**config.mk**
```make
export PLATFORM = sky130hd
export DESIGN_NAME = dmem_arbiter
export DESIGN_NICKNAME = d
export VERILOG_FILES = /design/src/rtl/dmem_arbiter_pkg.sv /design/src/rtl/dmem_arbiter_pick.sv /design/src/rtl/dmem_arbiter.sv
export SDC_FILE = /design/constraint.sdc
export NUM_CORES = 1
export LEC_CHECK = 0
export ABC_CLOCK_PERIOD_IN_PS = 5200
export CAP_MARGIN = 20
export CORE_AREA = 10 10 222 224
export CTS_CLUSTER_SIZE = 28
export DETAILED_ROUTE_END_ITERATION = 10
export DIE_AREA = 0 0 232 234
export MAX_ROUTING_LAYER = met4
export PLACE_DENSITY = 0.67
export SYNTH_ARGS = -nofsm -noshare
export SYNTH_HDL_FRONTEND = slang
export SYNTH_SLANG_ARGS = --single-unit
```
**constraint.sdc**
```tcl
create_clock -name im_clk -period 5.2 [get_ports im_clk]
set_input_delay 0.52 -clock im_clk [delete_from_list [all_inputs] [get_ports im_clk]]
set_output_delay 0.52 -clock im_clk [all_outputs]
set_load 0.01 [all_outputs]
```
**src/rtl/dmem_arbiter_pkg.sv**
```systemverilog
// Shared definitions for the two-port data-memory arbiter.
package dmem_arbiter_pkg;
   localparam int unsigned WORD       = 64;
   localparam int unsigned DMEM_DEPTH = 32;

   typedef enum logic [1:0] {
      ST_IDLE  = 2'd0,
      ST_ISSUE = 2'd1,
      ST_RESP  = 2'd2
   } state_t;

   typedef enum logic {
      OWN_C = 1'b0,
      OWN_D = 1'b1
   } owner_t;
endpackage

```
**src/rtl/dmem_arbiter_pick.sv**
```systemverilog
// Grant selector for the data-memory arbiter.
// DMEM_RR_ARB_EN selects round-robin; otherwise C has fixed priority over D.
module dmem_arb_pick
   import dmem_arbiter_pkg::*;
(
   input  logic   i_c_req,
   input  logic   i_d_req,
   input  owner_t i_last_grant,
   output owner_t o_owner
);

   always_comb begin
      // With no request the result is never latched; returning last_grant keeps it harmless.
      o_owner = i_last_grant;
`ifdef DMEM_RR_ARB_EN
      if (i_c_req && i_d_req)
         o_owner = (i_last_grant == OWN_C) ? OWN_D : OWN_C;
      else if (i_c_req)
         o_owner = OWN_C;
      else if (i_d_req)
         o_owner = OWN_D;
`else
      if (i_c_req)
         o_owner = OWN_C;
      else if (i_d_req)
         o_owner = OWN_D;
`endif
   end

endmodule

```
**src/rtl/dmem_arbiter.sv**
```systemverilog
// Shares the single-port data memory between the CPU (C) and debug/DMA (D) ports.
// Arbitration mode is chosen by DMEM_RR_ARB_EN inside dmem_arb_pick.
module dmem_arbiter
   import dmem_arbiter_pkg::*;
#(
   parameter int unsigned WORD_W = WORD,
   parameter int unsigned DEPTH  = DMEM_DEPTH
) (
   input  logic              im_clk,
   input  logic              reset,
   input  logic              c_req,
   input  logic              c_we,
   input  logic [WORD_W-1:0] c_addr,
   input  logic [WORD_W-1:0] c_wdata,
   output logic [WORD_W-1:0] c_rdata,
   output logic              c_done,
   output logic              c_err,
   output logic              c_stall,
   input  logic              d_req,
   input  logic              d_we,
   input  logic [WORD_W-1:0] d_addr,
   input  logic [WORD_W-1:0] d_wdata,
   output logic [WORD_W-1:0] d_rdata,
   output logic              d_done,
   output logic              d_err,
   output logic              mem_read,
   output logic              mem_write,
   output logic [WORD_W-1:0] mem_addr,
   output logic [WORD_W-1:0] mem_wdata,
   input  logic [WORD_W-1:0] mem_rdata
);

   localparam logic [WORD_W-1:0] LIMIT = WORD_W'(DEPTH);

   state_t            r_state, w_next;
   owner_t            r_owner, r_last_grant, w_pick;
   logic              r_we, r_err, w_bad;
   logic [WORD_W-1:0] r_addr, r_wdata;
   logic              r_c_done, r_c_err, r_d_done, r_d_err;
   logic [WORD_W-1:0] r_c_rdata, r_d_rdata;

   dmem_arb_pick u_pick (
      .i_c_req      (c_req),
      .i_d_req      (d_req),
      .i_last_grant (r_last_grant),
      .o_owner      (w_pick)
   );

   assign w_bad = (r_addr[2:0] != 3'b000) || ((r_addr >> 3) >= LIMIT);

   always_ff @(posedge im_clk) begin
      if (reset) r_state <= ST_IDLE;
      else       r_state <= w_next;
   end

   always_comb begin
      w_next    = r_state;
      mem_read  = 1'b0;
      mem_write = 1'b0;
      mem_addr  = '0;
      mem_wdata = '0;
      case (r_state)
         ST_IDLE:  if (c_req || d_req) w_next = ST_ISSUE;
         ST_ISSUE: begin
            w_next = ST_RESP;
            if (!w_bad) begin
               mem_read  = !r_we;
               mem_write = r_we;
               mem_addr  = r_addr;
               mem_wdata = r_wdata;
            end
         end
         ST_RESP:  w_next = ST_IDLE;
         default:  w_next = ST_IDLE;
      endcase
   end

   always_ff @(posedge im_clk) begin
      if (reset) begin
         r_owner      <= OWN_C;
         r_last_grant <= OWN_D;
         r_we         <= 1'b0;
         r_err        <= 1'b0;
         r_addr       <= '0;
         r_wdata      <= '0;
         r_c_done     <= 1'b0;
         r_c_err      <= 1'b0;
         r_c_rdata    <= '0;
         r_d_done     <= 1'b0;
         r_d_err      <= 1'b0;
         r_d_rdata    <= '0;
      end else begin
         r_c_done <= 1'b0;
         r_c_err  <= 1'b0;
         r_d_done <= 1'b0;
         r_d_err  <= 1'b0;
         case (r_state)
            ST_IDLE: begin
               if (c_req || d_req) begin
                  r_owner <= w_pick;
                  if (w_pick == OWN_D) begin
                     r_we    <= d_we;
                     r_addr  <= d_addr;
                     r_wdata <= d_wdata;
                  end else begin
                     r_we    <= c_we;
                     r_addr  <= c_addr;
                     r_wdata <= c_wdata;
                  end
               end
            end
            ST_ISSUE: r_err <= w_bad;
            ST_RESP: begin
               r_last_grant <= r_owner;
               if (r_owner == OWN_C) begin
                  r_c_done  <= 1'b1;
                  r_c_err   <= r_err;
                  r_c_rdata <= (!r_we && !r_err) ? mem_rdata : '0;
               end else begin
                  r_d_done  <= 1'b1;
                  r_d_err   <= r_err;
                  r_d_rdata <= (!r_we && !r_err) ? mem_rdata : '0;
               end
            end
            default: ;
         endcase
      end
   end

   assign c_done  = r_c_done;
   assign c_err   = r_c_err;
   assign c_rdata = r_c_rdata;
   assign d_done  = r_d_done;
   assign d_err   = r_d_err;
   assign d_rdata = r_d_rdata;
   assign c_stall = c_req && !r_c_done;

endmodule

```
==> summary.md <==
| Metric | Value |
|---|---|
| Run status | `finished, final reports clean` |
| Reg2reg path depth | `5` |
| Startpoint class of the critical path | `register` |
| Kind of critical path | `reg -> out` |
| Yosys cell types | `26` |
| Worst path depth | `6` |
| Relative slew slack | `36.9%` |
| Clk Tree Root Cell | `sky130_fd_sc_hd__clkbuf_16` |
| Port Buffer Count | `529` |
| Worst Setup Slack post-DPL | `2100 ps` |
| Final non-filler cell total | `2,279` |
| Largest net degree at the start of global routing | `~120` |
| Placement Rows | `78` |
| Total Routing Usage GR | `around 16%` |
| Die W | `around 230 µm` |
| Post-Place Cell Area | `16,800 µm²` |
| Top-Level Pins | `589` |
| Reg2reg setup slack | `2880 ps` |
| Number of global-route vias before repair | `approximately 11,000` |
| Clock transition time at the flip-flop clock pins of the worst setup and hold paths | `approximately 70 ps` |
| Post-synthesis cell area | `11,200 µm²` |
| Post-route standard cell area excluding fillers | `17,700 µm²` |
| Portion of the clock cycle consumed by the worst path in the final layout | `between 60% and 70%` |
| CP required | `4680 ps` |
| Seq/Total Area, Yosys | `a little under half` |
| Final-stage net count | `1,986` |
| RSZ-0062 raised after global routing | `no` |
| CTS sink cnt | `266` |
| Gpl congestion | `0.789` |
| Final Slew Violations | `0` |
| Fraction of final layout cells with drive strength greater than 1 | `approximately 4.2%` |
| Area added between synthesis and finish | `58.0%` |
| Per-cell via count in the routed design | `4.62` |
| Total internal power | `3.81 mW` |
| Highest Clock Rate | `282 MHz` |
| Post-route DRC | `0` |
| First drt pass iteration count | `5` |
| CP peak stage delay | `540 ps` |
| Kind of end point of the critical path | `output pin` |
| Placed instance count | `2,228` |
| Overflow left after global routing | `0` |
| Worst-case vdd ir drop | `a little over 0.2 mV` |
| Clock H-tree levels | `1` |
| First-pass GRT wire length | `~64 mm` |
| CTS max path bufs | `3` |
| Complex-gate fraction of the synthesized area | `between 15 and 20%` |
| Switching share of power | `26.4%` |
| Share of synthesized cell area in full adder, half adder and majority cells | `0%` |
| Starting density of the core | `25.0%` |
| Least-Margin Pin Slew | `945 ps` |
| Post-synthesis simple-gate area fraction | `roughly 16%` |
| Leak pwr | `6.68 nW` |
| Worst Clk Skew | `12.4 ps` |
| Clock share of power | `39.8%` |
| Antenna violations before repair | `0` |
| Hold Crit Depth | `2` |
| Delay-heaviest family, CP | `simple AND/OR/NAND/NOR gates` |
| Worst Hold Slack | `approximately 420 ps` |
| Die footprint | `about 54,000 µm²` |
| Source-to-sink clock delay at the later pin of the worst-skew pair | `about 550 ps` |
| Routed vias | `10,500` |
| Number of buffers and inverters on the critical path | `2` |
| Number of instances in the synthesized netlist | `1,197` |
| XOR/XNOR Fraction of Synth Area | `0%` |
| Post-Route Setup TNS | `0 ps` |
| Total of cells resized after clock tree synthesis | `0` |
| Number of flip-flops and latches in the synthesized netlist | `266` |
| Number of buffers added by the clock tree synthesis step | `29` |
| DPL Wire Length | `approximately 34 mm` |
| Yosys warning total | `0` |
| Largest family of logic cells by synthesized area | `compound AO/OA/AOI/OAI gates` |
| Pwr/cell area | `292 nW/µm²` |
| Hold Violations, Final | `0` |
| Hold Crit Class | `in -> reg` |
| Multiplexer fraction of the synthesized cell area | `11.6%` |
| Comb pwr share | `about 16%` |
| Clock tree from TritonCTS | `yes` |
| Max-cap violation count | `0` |
| Net Switching | `1.37 mW` |
| Routed wire length | `approximately 45 mm` |
| Antenna-violating nets left | `0` |
| Part of the power in registers | `43.8%` |
| Worst setup slack after layout | `1660 ps` |
| Placeable core area | `44,900 µm²` |
| Total setup violations reported at the end of the flow | `0` |
| Antenna diode instance count | `0` |
| Minimum period implied by the final worst setup slack | `about 3500 ps` |
| Initial DRC Count | `681` |
| Crit path DAT | `3020 ps` |
| Average routed wire per standard cell | `19.6 µm` |
| Die Y-Extent | `234 µm` |
| Worst path slowest cell | `sky130_fd_sc_hd__clkdlybuf4s50_1` |
| Number of buffers inserted for hold repair after clock tree synthesis | `0` |
| Setup Fix Bufs, Post-CTS | `0` |
| Critical path peak fanout | `61` |
| Average cell area after synthesis | `9.37 µm²` |
| Sequence of cells on the critical path | `nor4_1 -> nand4_1 -> nor4_4 -> buf_4 -> and2_1 -> clkdlybuf4s50_1` |
cell families after synthesis:
| kind of cell | Yosys count |
|---|---|
| AOI/OAI and AO/OA | 259 |
| muxes | 130 |
| DFF | 266 |
| other | 1 |
| buffers and inverters | 173 |
| and+or+nand+nor | 368 |
flip-flops by register name (all words and copies together) (netlist names), 2 cells and up:
| register | flops |
|---|---|
| r_addr | 64 |
| r_state | 2 |
| c_rdata | 64 |
| d_rdata | 64 |
| r_wdata | 64 |
cell type report:
cell class | count | area, µm²
multi-input cells | 816 | 5260
flip-flops and latches | 266 | 5330
inverters | 1 | 3.75
clock buffers | 38 | 790
repair buffers | 546 | 5460
clock inverters | 12 | 145
fillers | 4461 | 27200
well taps | 600 | 751
synthesized netlist by cell type:
library cell	n	area share, %
sky130_fd_sc_hd__nor4_2	1	0.11
sky130_fd_sc_hd__nor2b_1	5	0.28
sky130_fd_sc_hd__dfxtp_1	266	47
sky130_fd_sc_hd__and2b_1	1	0.067
sky130_fd_sc_hd__buf_4	59	3.9
sky130_fd_sc_hd__nor3_1	3	0.13
sky130_fd_sc_hd__mux2i_1	130	12
sky130_fd_sc_hd__nand2_1	67	2.2
sky130_fd_sc_hd__a32o_1	64	5.7
sky130_fd_sc_hd__buf_1	11	0.37
sky130_fd_sc_hd__o21bai_1	1	0.067
sky130_fd_sc_hd__nor3_2	1	0.089
sky130_fd_sc_hd__inv_1	1	0.033
sky130_fd_sc_hd__clkbuf_1	74	2.5
sky130_fd_sc_hd__clkbuf_2	7	0.31
sky130_fd_sc_hd__nand4_1	4	0.22
sky130_fd_sc_hd__nor2_1	134	4.5
sky130_fd_sc_hd__a21oi_1	65	2.9
sky130_fd_sc_hd__nand3_1	64	2.9
sky130_fd_sc_hd__nor4_4	1	0.19
sky130_fd_sc_hd__and2_1	72	4.0
sky130_fd_sc_hd__conb_1	1	0.033
sky130_fd_sc_hd__nand2b_1	1	0.056
sky130_fd_sc_hd__buf_2	21	0.94
sky130_fd_sc_hd__a211oi_1	129	8.6
sky130_fd_sc_hd__nor4_1	14	0.78
final timing paths:
kind                    start            end
setup / recovery    r_addr[8]  mem_wdata[21]
hold / removal          reset    c_rdata[46]
setup reg to reg        r_err    c_rdata[21]
hold reg to reg   c_rdata[42]    c_rdata[42]
power by group through the flow:
| stage | Sequential [mW] | Combinational (mW) | Clock [mW] |
|---|---|---|---|
| 2_1_floorplan | 2.28 | 0.467 | 0 |
| 3_3_place_gp | 2.31 | 0.835 | 0 |
| 3_5_place_dp | 2.31 | 0.850 | 0 |
| 4_1_cts | 2.27 | 0.852 | 2.12 |
| 5_1_grt | 2.28 | 0.931 | 2.21 |
| 6_report | 2.27 | 0.850 | 2.06 |
stage by stage:
stage / utilization, % / power [mW]
after floorplan: - / 2.75
final: 39.5 / 5.18
after detailed placement: 37.3 / 3.16
after global placement: 37.3 / 3.15
after CTS: 39.4 / 5.24
after global routing: 39.5 / 5.42
metal layers:
| metal | GRT usage (%) | wire (µm) |
|---|---|---|
| met1 | 18.8 | 18700 |
| met2 | 26.0 | 21800 |
| met3 | 3.17 | 3110 |
| met4 | 4.47 | 1060 |
| met5 | - | 0 |
cell usage in the layout, fill, tap and decap left out, drive strengths merged:
| cell | count |
|---|---|
| nor2 | 134 |
| nor2b | 5 |
| clkinv | 8 |
| o21bai | 1 |
| a211oi | 129 |
| nand2b | 1 |
| clkbuf | 38 |
| nand2 | 67 |
| clkdlybuf4s50 | 528 |
| buf | 18 |
| a32o | 64 |
| mux2i | 130 |
| inv | 1 |
| dfxtp | 266 |
| nand3 | 64 |
| bufinv | 3 |
| and2b | 1 |
| clkinvlp | 1 |
| nor4 | 16 |
| and2 | 72 |
| nor3 | 4 |
| a21oi | 65 |
| nand4 | 4 |
| conb | 59 |
Power figures use the tool's default switching activity.
